--- config.mk ---
export PLATFORM = sky130hd
export DESIGN_NAME = xinput_debounce
export DESIGN_NICKNAME = d
export VERILOG_FILES = /design/src/rtl/xinput_debounce.sv
export SDC_FILE = /design/constraint.sdc
export NUM_CORES = 1
export LEC_CHECK = 0
export ABC_AREA = 1
export CAP_MARGIN = 20
export CORE_ASPECT_RATIO = 0.9
export CORE_MARGIN = 1
export CORE_UTILIZATION = 53
export CTS_CLUSTER_DIAMETER = 200
export DETAILED_ROUTE_END_ITERATION = 7
export PLACE_DENSITY = 0.77
export SETUP_SLACK_MARGIN = 0.15
export SYNTH_ARGS = -nofsm -noshare
export SYNTH_HDL_FRONTEND = slang
export SYNTH_HIERARCHICAL = 1
export SYNTH_SLANG_ARGS = --single-unit
--- constraint.sdc ---
create_clock -name clk -period 4.1 [get_ports clk]
set_clock_uncertainty 0.05 [all_clocks]
set_input_delay 1.025 -clock clk [delete_from_list [all_inputs] [get_ports clk]]
set_output_delay 1.025 -clock clk [all_outputs]
set_load 0.01 [all_outputs]
--- src/rtl/xinput_debounce.sv ---
// Board input conditioning: 2-FF synchronisers, hold-time debouncers, sticky
// press flags and a press counter, all exposed to xctrl through a 4-entry bus.

module xinput_debounce_chan #(
  parameter int W          = 1,
  parameter int DEB_W      = 20,
  parameter int DEB_CYCLES = 1000000
) (
  input  logic         clk,
  input  logic         rst,
  input  logic [W-1:0] raw_i,
  output logic [W-1:0] stable_o,
  output logic [W-1:0] stable_nxt_o
);

  localparam logic [DEB_W-1:0] TC = DEB_W'(DEB_CYCLES - 1);

  logic [W-1:0]     sync1_q;
  logic [W-1:0]     sync2_q;
  logic [W-1:0]     prev_q;
  logic [W-1:0]     stable_q;
  logic [W-1:0]     stable_d;
  logic [DEB_W-1:0] cnt_q;
  logic [DEB_W-1:0] cnt_d;
  logic [DEB_W-1:0] cnt_base;

  always_comb begin
    stable_d = stable_q;
    cnt_d    = '0;
    // any change of the synced value (bounce or a different vector) starts a fresh hold
    cnt_base = (sync2_q != prev_q) ? '0 : cnt_q;
    if (sync2_q != stable_q) begin
      if (cnt_base == TC) begin
        stable_d = sync2_q;
      end else begin
        cnt_d = cnt_base + DEB_W'(1);
      end
    end
  end

  always_ff @(posedge clk) begin
    if (rst) begin
      sync1_q  <= '0;
      sync2_q  <= '0;
      prev_q   <= '0;
      stable_q <= '0;
      cnt_q    <= '0;
    end else begin
      sync1_q  <= raw_i;
      sync2_q  <= sync1_q;
      prev_q   <= sync2_q;
      stable_q <= stable_d;
      cnt_q    <= cnt_d;
    end
  end

  assign stable_o     = stable_q;
  assign stable_nxt_o = stable_d;

endmodule

module xinput_debounce #(
  parameter int DATA_W     = 32,
  parameter int DEB_W      = 20,
  parameter int DEB_CYCLES = 1000000
) (
  input  logic              clk,
  input  logic              rst,
  input  logic              btn2_raw,
  input  logic              btn3_raw,
  input  logic [7:0]        sw_raw,
  input  logic              sel,
  input  logic              we,
  input  logic [1:0]        addr,
  input  logic [DATA_W-1:0] data_in,
  output logic [DATA_W-1:0] data_out,
  output logic              btn2_level,
  output logic              btn3_level,
  output logic [7:0]        sw_stable,
  output logic              evt_any
);

  logic       btn2_nxt;
  logic       btn3_nxt;
  logic [7:0] sw_nxt;
  logic [1:0] rise;
  logic [1:0] clr;
  logic       wr;
  logic [1:0] evt_q;
  logic [1:0] evt_d;
  logic [7:0] press_cnt_q;
  logic [7:0] press_cnt_d;
  logic [DATA_W-1:0] rdata;
  logic       unused_data_in;
  logic [7:0] unused_sw_nxt;

  xinput_debounce_chan #(
    .W          (1),
    .DEB_W      (DEB_W),
    .DEB_CYCLES (DEB_CYCLES)
  ) u_btn2 (
    .clk          (clk),
    .rst          (rst),
    .raw_i        (btn2_raw),
    .stable_o     (btn2_level),
    .stable_nxt_o (btn2_nxt)
  );

  xinput_debounce_chan #(
    .W          (1),
    .DEB_W      (DEB_W),
    .DEB_CYCLES (DEB_CYCLES)
  ) u_btn3 (
    .clk          (clk),
    .rst          (rst),
    .raw_i        (btn3_raw),
    .stable_o     (btn3_level),
    .stable_nxt_o (btn3_nxt)
  );

  xinput_debounce_chan #(
    .W          (8),
    .DEB_W      (DEB_W),
    .DEB_CYCLES (DEB_CYCLES)
  ) u_sw (
    .clk          (clk),
    .rst          (rst),
    .raw_i        (sw_raw),
    .stable_o     (sw_stable),
    .stable_nxt_o (sw_nxt)
  );

  assign unused_sw_nxt  = sw_nxt;
  assign unused_data_in = ^data_in[DATA_W-1:8];

  always_comb begin
    wr   = sel & we;
    rise = {btn3_nxt & ~btn3_level, btn2_nxt & ~btn2_level};
    clr  = (wr && addr == 2'd2) ? data_in[1:0] : 2'b00;
    // a press landing on the same edge as its clear keeps the flag
    evt_d = (evt_q & ~clr) | rise;
    if (wr && addr == 2'd3) begin
      press_cnt_d = data_in[7:0];
    end else begin
      press_cnt_d = press_cnt_q + {7'b0, rise[0]} + {7'b0, rise[1]};
    end
  end

  always_ff @(posedge clk) begin
    if (rst) begin
      evt_q       <= '0;
      press_cnt_q <= '0;
    end else begin
      evt_q       <= evt_d;
      press_cnt_q <= press_cnt_d;
    end
  end

  assign evt_any = |evt_q;

  always_comb begin
    rdata = '0;
    case (addr)
      2'd0:    rdata[1:0] = {btn3_level, btn2_level};
      2'd1:    rdata[7:0] = sw_stable;
      2'd2:    rdata[1:0] = evt_q;
      default: rdata[7:0] = press_cnt_q;
    endcase
    data_out = sel ? rdata : '0;
  end

endmodule
Yosys cells after proc, flatten, opt, wreduce, memory -nomap -nowiden:

Cells that the tools add are included.

* register bits after elaboration: 110
* latch bits: 0
* RAM bits: 0
* bits in read-only memories: 0
* input port bits: 48
* output and inout bits: 43
* word-level logic and storage cells: 66
* memories: 0

* $add $sub $neg: 5
* multiply operators: 0
* divide/modulo/power cells: 0
* magnitude comparators: 0
* eq/ne operators: 12
* shift operators: 0
* multiplexer cells: 12
* bitwise logic cells: 11
* reductions and logical operators: 9

Operators with widths (number)
* $add 20x1->20 const B: 3
* $eq 20x20->1 const B: 3
* $mux 20: 3
* $add 8x1->8: 2
* $mux 8: 2
* $ne 8x8->1: 2
* $pmux 6 s2: 1
* $reduce_or 3->1: 3
* $pmux 2 s3: 1
* $not 1->1: 5
* $eq 2x2->1 const B: 2
* $mux 1: 4
* $ne 1x1->1: 4
* $reduce_or 2->1: 2
* $and 1x1->1: 3
* $and 2x2->2: 1
* $eq 2x1->1 const B: 1
* $logic_and 1x1->1: 2
* $logic_not 2->1: 1
* $mux 2: 1
* $not 2->2: 1
* $or 2x2->2: 1
* $reduce_and 2->1: 1

Depth between registers and ports, before layout:

* depth after elaboration: 9
* mapped depth: 22
* depth with buffers taken out: 21

By module:

The synthesis kept the hierarchy.

By module, submodules not included
* xinput_debounce_chan at u_btn2 ...: instances 2, cells an instance 230, area an instance 1532.7 µm², sequential area each 480.5 µm²
* xinput_debounce_chan at u_sw: instances 1, cells an instance 374, area an instance 2528.7 µm², sequential area each 1041.0 µm²
* xinput_debounce: instances 1, cells an instance 140, area an instance 890.9 µm², sequential area each 200.2 µm²

Least setup slack after synthesis:

OpenSTA, ideal clock, no wires.

* path type: reg2reg
* start point: register u_btn2.sync2_q
* end point: register press_cnt_q[6]
* library setup time: 0.114 ns
* arrival time: 2.836 ns
* required time: 3.936 ns
* slack: 1.100 ns
* stages on the path, launching flop included: 22
* path buffers: 1
* clock period less this slack: 3.000 ns
* path through: dfxtp_1 inv_2 nand2_2 nand2_1 buf_6 nor2_1 ha_1 nand2_1 nor2_4 nand3_4 nor2_4 nand2_1 nand2_1 nand2_1 fa_1 inv_1 ha_1 nand3_1 nor2_1 nor2_1 nor2_1 nor2_1

* cells in the longest elaborated chain, start to end: 9
* elaborated cells between the ends (all ways): 10

Ends and longest elaborated chain
* start: declaration: RTL line 19 `logic [W-1:0] sync2_q;`
* start signal: assignment: RTL line 50 `sync2_q <= sync1_q;`
* $ne 1x1->1: RTL line 31 `cnt_base = (sync2_q != prev_q) ? '0 : cnt_q;`
* $mux 20: RTL line 31
* $eq 20x20->1: RTL line 33 `if (cnt_base == TC) begin`
* $mux 1: RTL line 33
* $mux 1 *: RTL line 32 `if (sync2_q != stable_q) begin`
* net btn2_nxt: RTL line 83 `logic btn2_nxt;`
* $and 1x1->1 *: RTL line 138 `rise = {btn3_nxt & ~btn3_level, btn2_nxt & ~btn2_level};`
* $add 8x1->8 * (2 in a row): RTL line 145 `press_cnt_d = press_cnt_q + {7'b0, rise[0]} + {7'b0, rise[1]};`
* $mux 8 *: RTL line 142 `if (wr && addr == 2'd3) begin`
* end signal: assignment: RTL line 155 `press_cnt_q <= press_cnt_d;`
* end: declaration: RTL line 91 `logic [7:0] press_cnt_q;`

The timed path passes the listed nets; every way through them passes the cells marked *.
A chain may end at the register's enable or synchronous reset.

Worst setup path after layout:

* start point: input port addr[1]
* end point: output port data_out[6]

* cells in the longest elaborated chain, start to end: 4
* elaborated cells between the ends (all ways): 6

Ends and longest elaborated chain
* start: declaration: RTL line 74 `input logic [1:0] addr,`
* $eq 2x2->1 / $logic_not 2->1 (equally long branches): RTL line 163 `case (addr)`
* $reduce_or 2->1 (no source line)
* $pmux 6 s2 *: RTL line 163
* $mux 8 *: RTL line 169 `data_out = sel ? rdata : '0;`
* end: declaration: RTL line 76 `output logic [DATA_W-1:0] data_out,`

Mark *: on every way between the ends. The rest lies on a longest branch, timed or not.

==> run_results.csv <==
group,metric,value,unit
status,outcome,"finished clean",
grt,global_route.usage.met3,0.0638,
final_layout,inserted_diodes,0,
clock_tree,clk_root_buffer_cell,"clkbuf_16",
sta,period_share,0.914,
sta,final-setup-viol-count,0,
sta,tightestPinTransition,0.826,ns
clock_tree,cts_setup_buffers,0,
floorplan,dieWidth,118,um
grt,grt_max_degree,27,
sta,slew-limit-headroom,0.449,
placement,place.detailed.hpwl,9710,um
placement,port_buffers,42,
grt,grt_usage,0.227,
grt,grt_pass1_vias,5224,
synthesis,postSynthCellCount,966,
worst_setup_path,cp_max_fo,6,
final_layout,finalNetCount,1061,
worst_setup_path,worstPathRequired,3.02,ns
route,drt_wl_total,13200,um
sta,fin_hold_ws,0.351,ns
worst_setup_path,r2r-start,"u_btn3/sync2_q",
placement,dp_slack,0.400,ns
clock_tree,cts_inserted_buffers,9,
worst_setup_path,total_number_of_cells_along_the_worst_setup_path,6,
clock_tree,clk_slew_on_worst_s_h_paths,0.07,ns
floorplan,die_footprint,12600,um2
route,wl_per_cell,11.3,um
sta,clock.fmax,0.267,GHz
worst_setup_path,worst_path_largest_cell_delay,0.57,ns
pwr,worst_ir_drop_vdd,0.000221,V
route,remaining_drc_errors,0,
placement,globalplace.congestion,0.871,
sta,grt_setup_unrepaired,"false",
final_layout,syn2layout_area_growth,11.9,%
clock_tree,insertion_delay_of_the_later_clocked_pin_in_the_worst_skew_pair,0.35,ns
floorplan,fp.dieH,107,um
worst_setup_path,crit_type,"in2out",
pwr,design_power_total,2220,uW
hold_path,startpoint_of_the_lowest_slack_hold_path,"u_btn3/sync1_q",
hold_path,worstHoldPathType,"reg2reg",
sta,fin_setup_tns,0,ns
floorplan,floorplan.rows,37,
pwr,static_leakage,0.00292,uW
worst_setup_path,regToRegEndpoint,"press_cnt_q[6]",
worst_setup_path,crit_chain,"clkdlybuf4s50_1, nand2_2, inv_1, nand2_1, a21oi_1, clkdlybuf4s50_1",
worst_setup_path,worstPathBufferInverterCount,3,
worst_setup_path,timing.critical_path.mode_cell,"clkdlybuf4s50_1",
worst_setup_path,reg2reg_slack,0.87,ns
route,vias_per_cell,4.89,
clock_tree,htreeDepth,3,
sta,final_hold_violating_endpoints,0,
grt,antenna_found_initial,0,
floorplan,ios,91,
pwr,power_density_over_cell_area,308,nW/um2
grt,gr-usage-met1,0.307,
clock_tree,sinks_on_clock_net,110,
route,drt_pass1_iterations,6,
floorplan,initial_core_util,0.553,
clock_tree,cts_buffer_depth,2,
grt,wire_length_of_the_first_global_routing_pass,23300,um
grt,globalRoute.totalOverflow,0,
route,drt.antenna.violating_nets,0,
worst_setup_path,timing.critical_path.from,"addr[1]",
synthesis,netlist_area,6450,um2
worst_setup_path,cpLargestDelayFamily,"buffers and inverters",
clock_tree,cts.repair.resized,0,
flow_run,max_cap_violations,0,
grt,use_met2,0.358,
worst_setup_path,crit_path_end,"data_out[6]",
grt,global_route.peak_usage_layer,"met2",
final_layout,layout_cells_sized_above_1,0.124,
sta,fin_crit,3.75,ns
route,route.vias.total,5718,
worst_setup_path,r2r_cells,21,
clock_tree,tritoncts,"yes",
floorplan,placeableCoreArea,11700,um2
worst_setup_path,cp-end-kind,"primary output",
synthesis,synth-warning-count,6,
route,detail_route.iter0.violations,454,
clock_tree,hold_buf_cts,0,
worst_setup_path,crit_arrival,2.67,ns
sta,slew_viol_final,0,
worst_setup_path,critical-path-slowest-cell,"clkdlybuf4s50_1",
worst_setup_path,setup.worst_path.start_class,"input port",
sta,crit_path_setup_slack_layout,0.353,ns
synthesis,avgSynthCellArea,6.68,um2
## worst register-to-register path: cells and delay by family (launching register included)
kind / cells / cell delay (ns)
AND/OR/NAND/NOR: 15 / 1.56
adder cells (fa/ha/maj): 3 / 0.75
flip-flops: 1 / 0.43
buffers and inverters: 3 / 0.34
## worst min path at each step
| stage | to | depth (start not counted) | slack (ns) |
|---|---|---|---|
| after CTS | u_sw/sync2_q[7] | 2 | 0.36 |
| after global placement | u_btn2/sync2_q | 2 | 0.34 |
| after global routing | u_sw/sync2_q[0] | 2 | 0.37 |
| final | u_btn3/sync2_q | 2 | 0.35 |
| after floorplan | u_btn2/sync2_q | 2 | 0.34 |
| after detailed placement | u_sw/sync2_q[7] | 2 | 0.35 |
## power by group
| part | total, uW | switching [uW] | internal, uW |
|---|---|---|---|
| clock | 965 | 420 | 544 |
| combinational | 162 | 108 | 54.0 |
| sequential | 1100 | 12.5 | 1080 |
| total | 2220 | 541 | 1680 |
## state kept, by name, summed over array words and instances, names as in the netlist, 2 cells and up
signal and cells:
u_btn2/cnt_q 20, u_btn3/cnt_q 20, u_sw/cnt_q 20, press_cnt_q 8
u_sw/prev_q 8, u_sw/stable_o 8, u_sw/sync1_q 8, u_sw/sync2_q 8
evt_q 2
## placed cells by master, fill, tap and decap left out, types with 4 or more instances in the layout
master           instances
ha_1                     4
o21ai_0                 30
or2_2                    6
o21ai_1                  4
conb_1                  24
nand2_1                218
nand3_2                 17
buf_4                    4
dfxtp_1                110
xor2_1                  10
nand3b_1                 4
nand3_4                  4
clkdlybuf4s50_1         41
inv_1                  144
nand3_1                 68
nand4_1                  9
nor2_2                  25
nor2_1                 150
inv_2                    8
nor2_4                  19
a21oi_1                 56
clkbuf_16                9
nand2_2                 19
## layout make-up
| type | count | area, um2 |
|---|---|---|
| repair buffers | 46 | 445 |
| well taps | 156 | 195 |
| clock inverters | 7 | 106 |
| multi-input cells | 687 | 3470 |
| fillers | 1092 | 4440 |
| inverters | 154 | 578 |
| flip-flops and latches | 110 | 2200 |
| clock buffers | 9 | 225 |
## stage by stage
| stage | instances | cell area (um2) | utilization |
|---|---|---|---|
| after floorplan | 989 | 6540 | - |
| after global placement | 1153 | 6890 | 0.591 |
| after detailed placement | 1153 | 6890 | 0.591 |
| after CTS | 1169 | 7220 | 0.619 |
| after global routing | 1169 | 7220 | 0.619 |
| final | 1169 | 7220 | 0.619 |
## per-layer routing
layer  part of all wire  vias up  wire [um]
met5                  0        -          0
met4              0.010        0        132
met3              0.056       13        742
met2               0.44      153       5790
met1               0.49     2526       6510
li1                   -     3026          -
(Power assumes the default switching activity.)
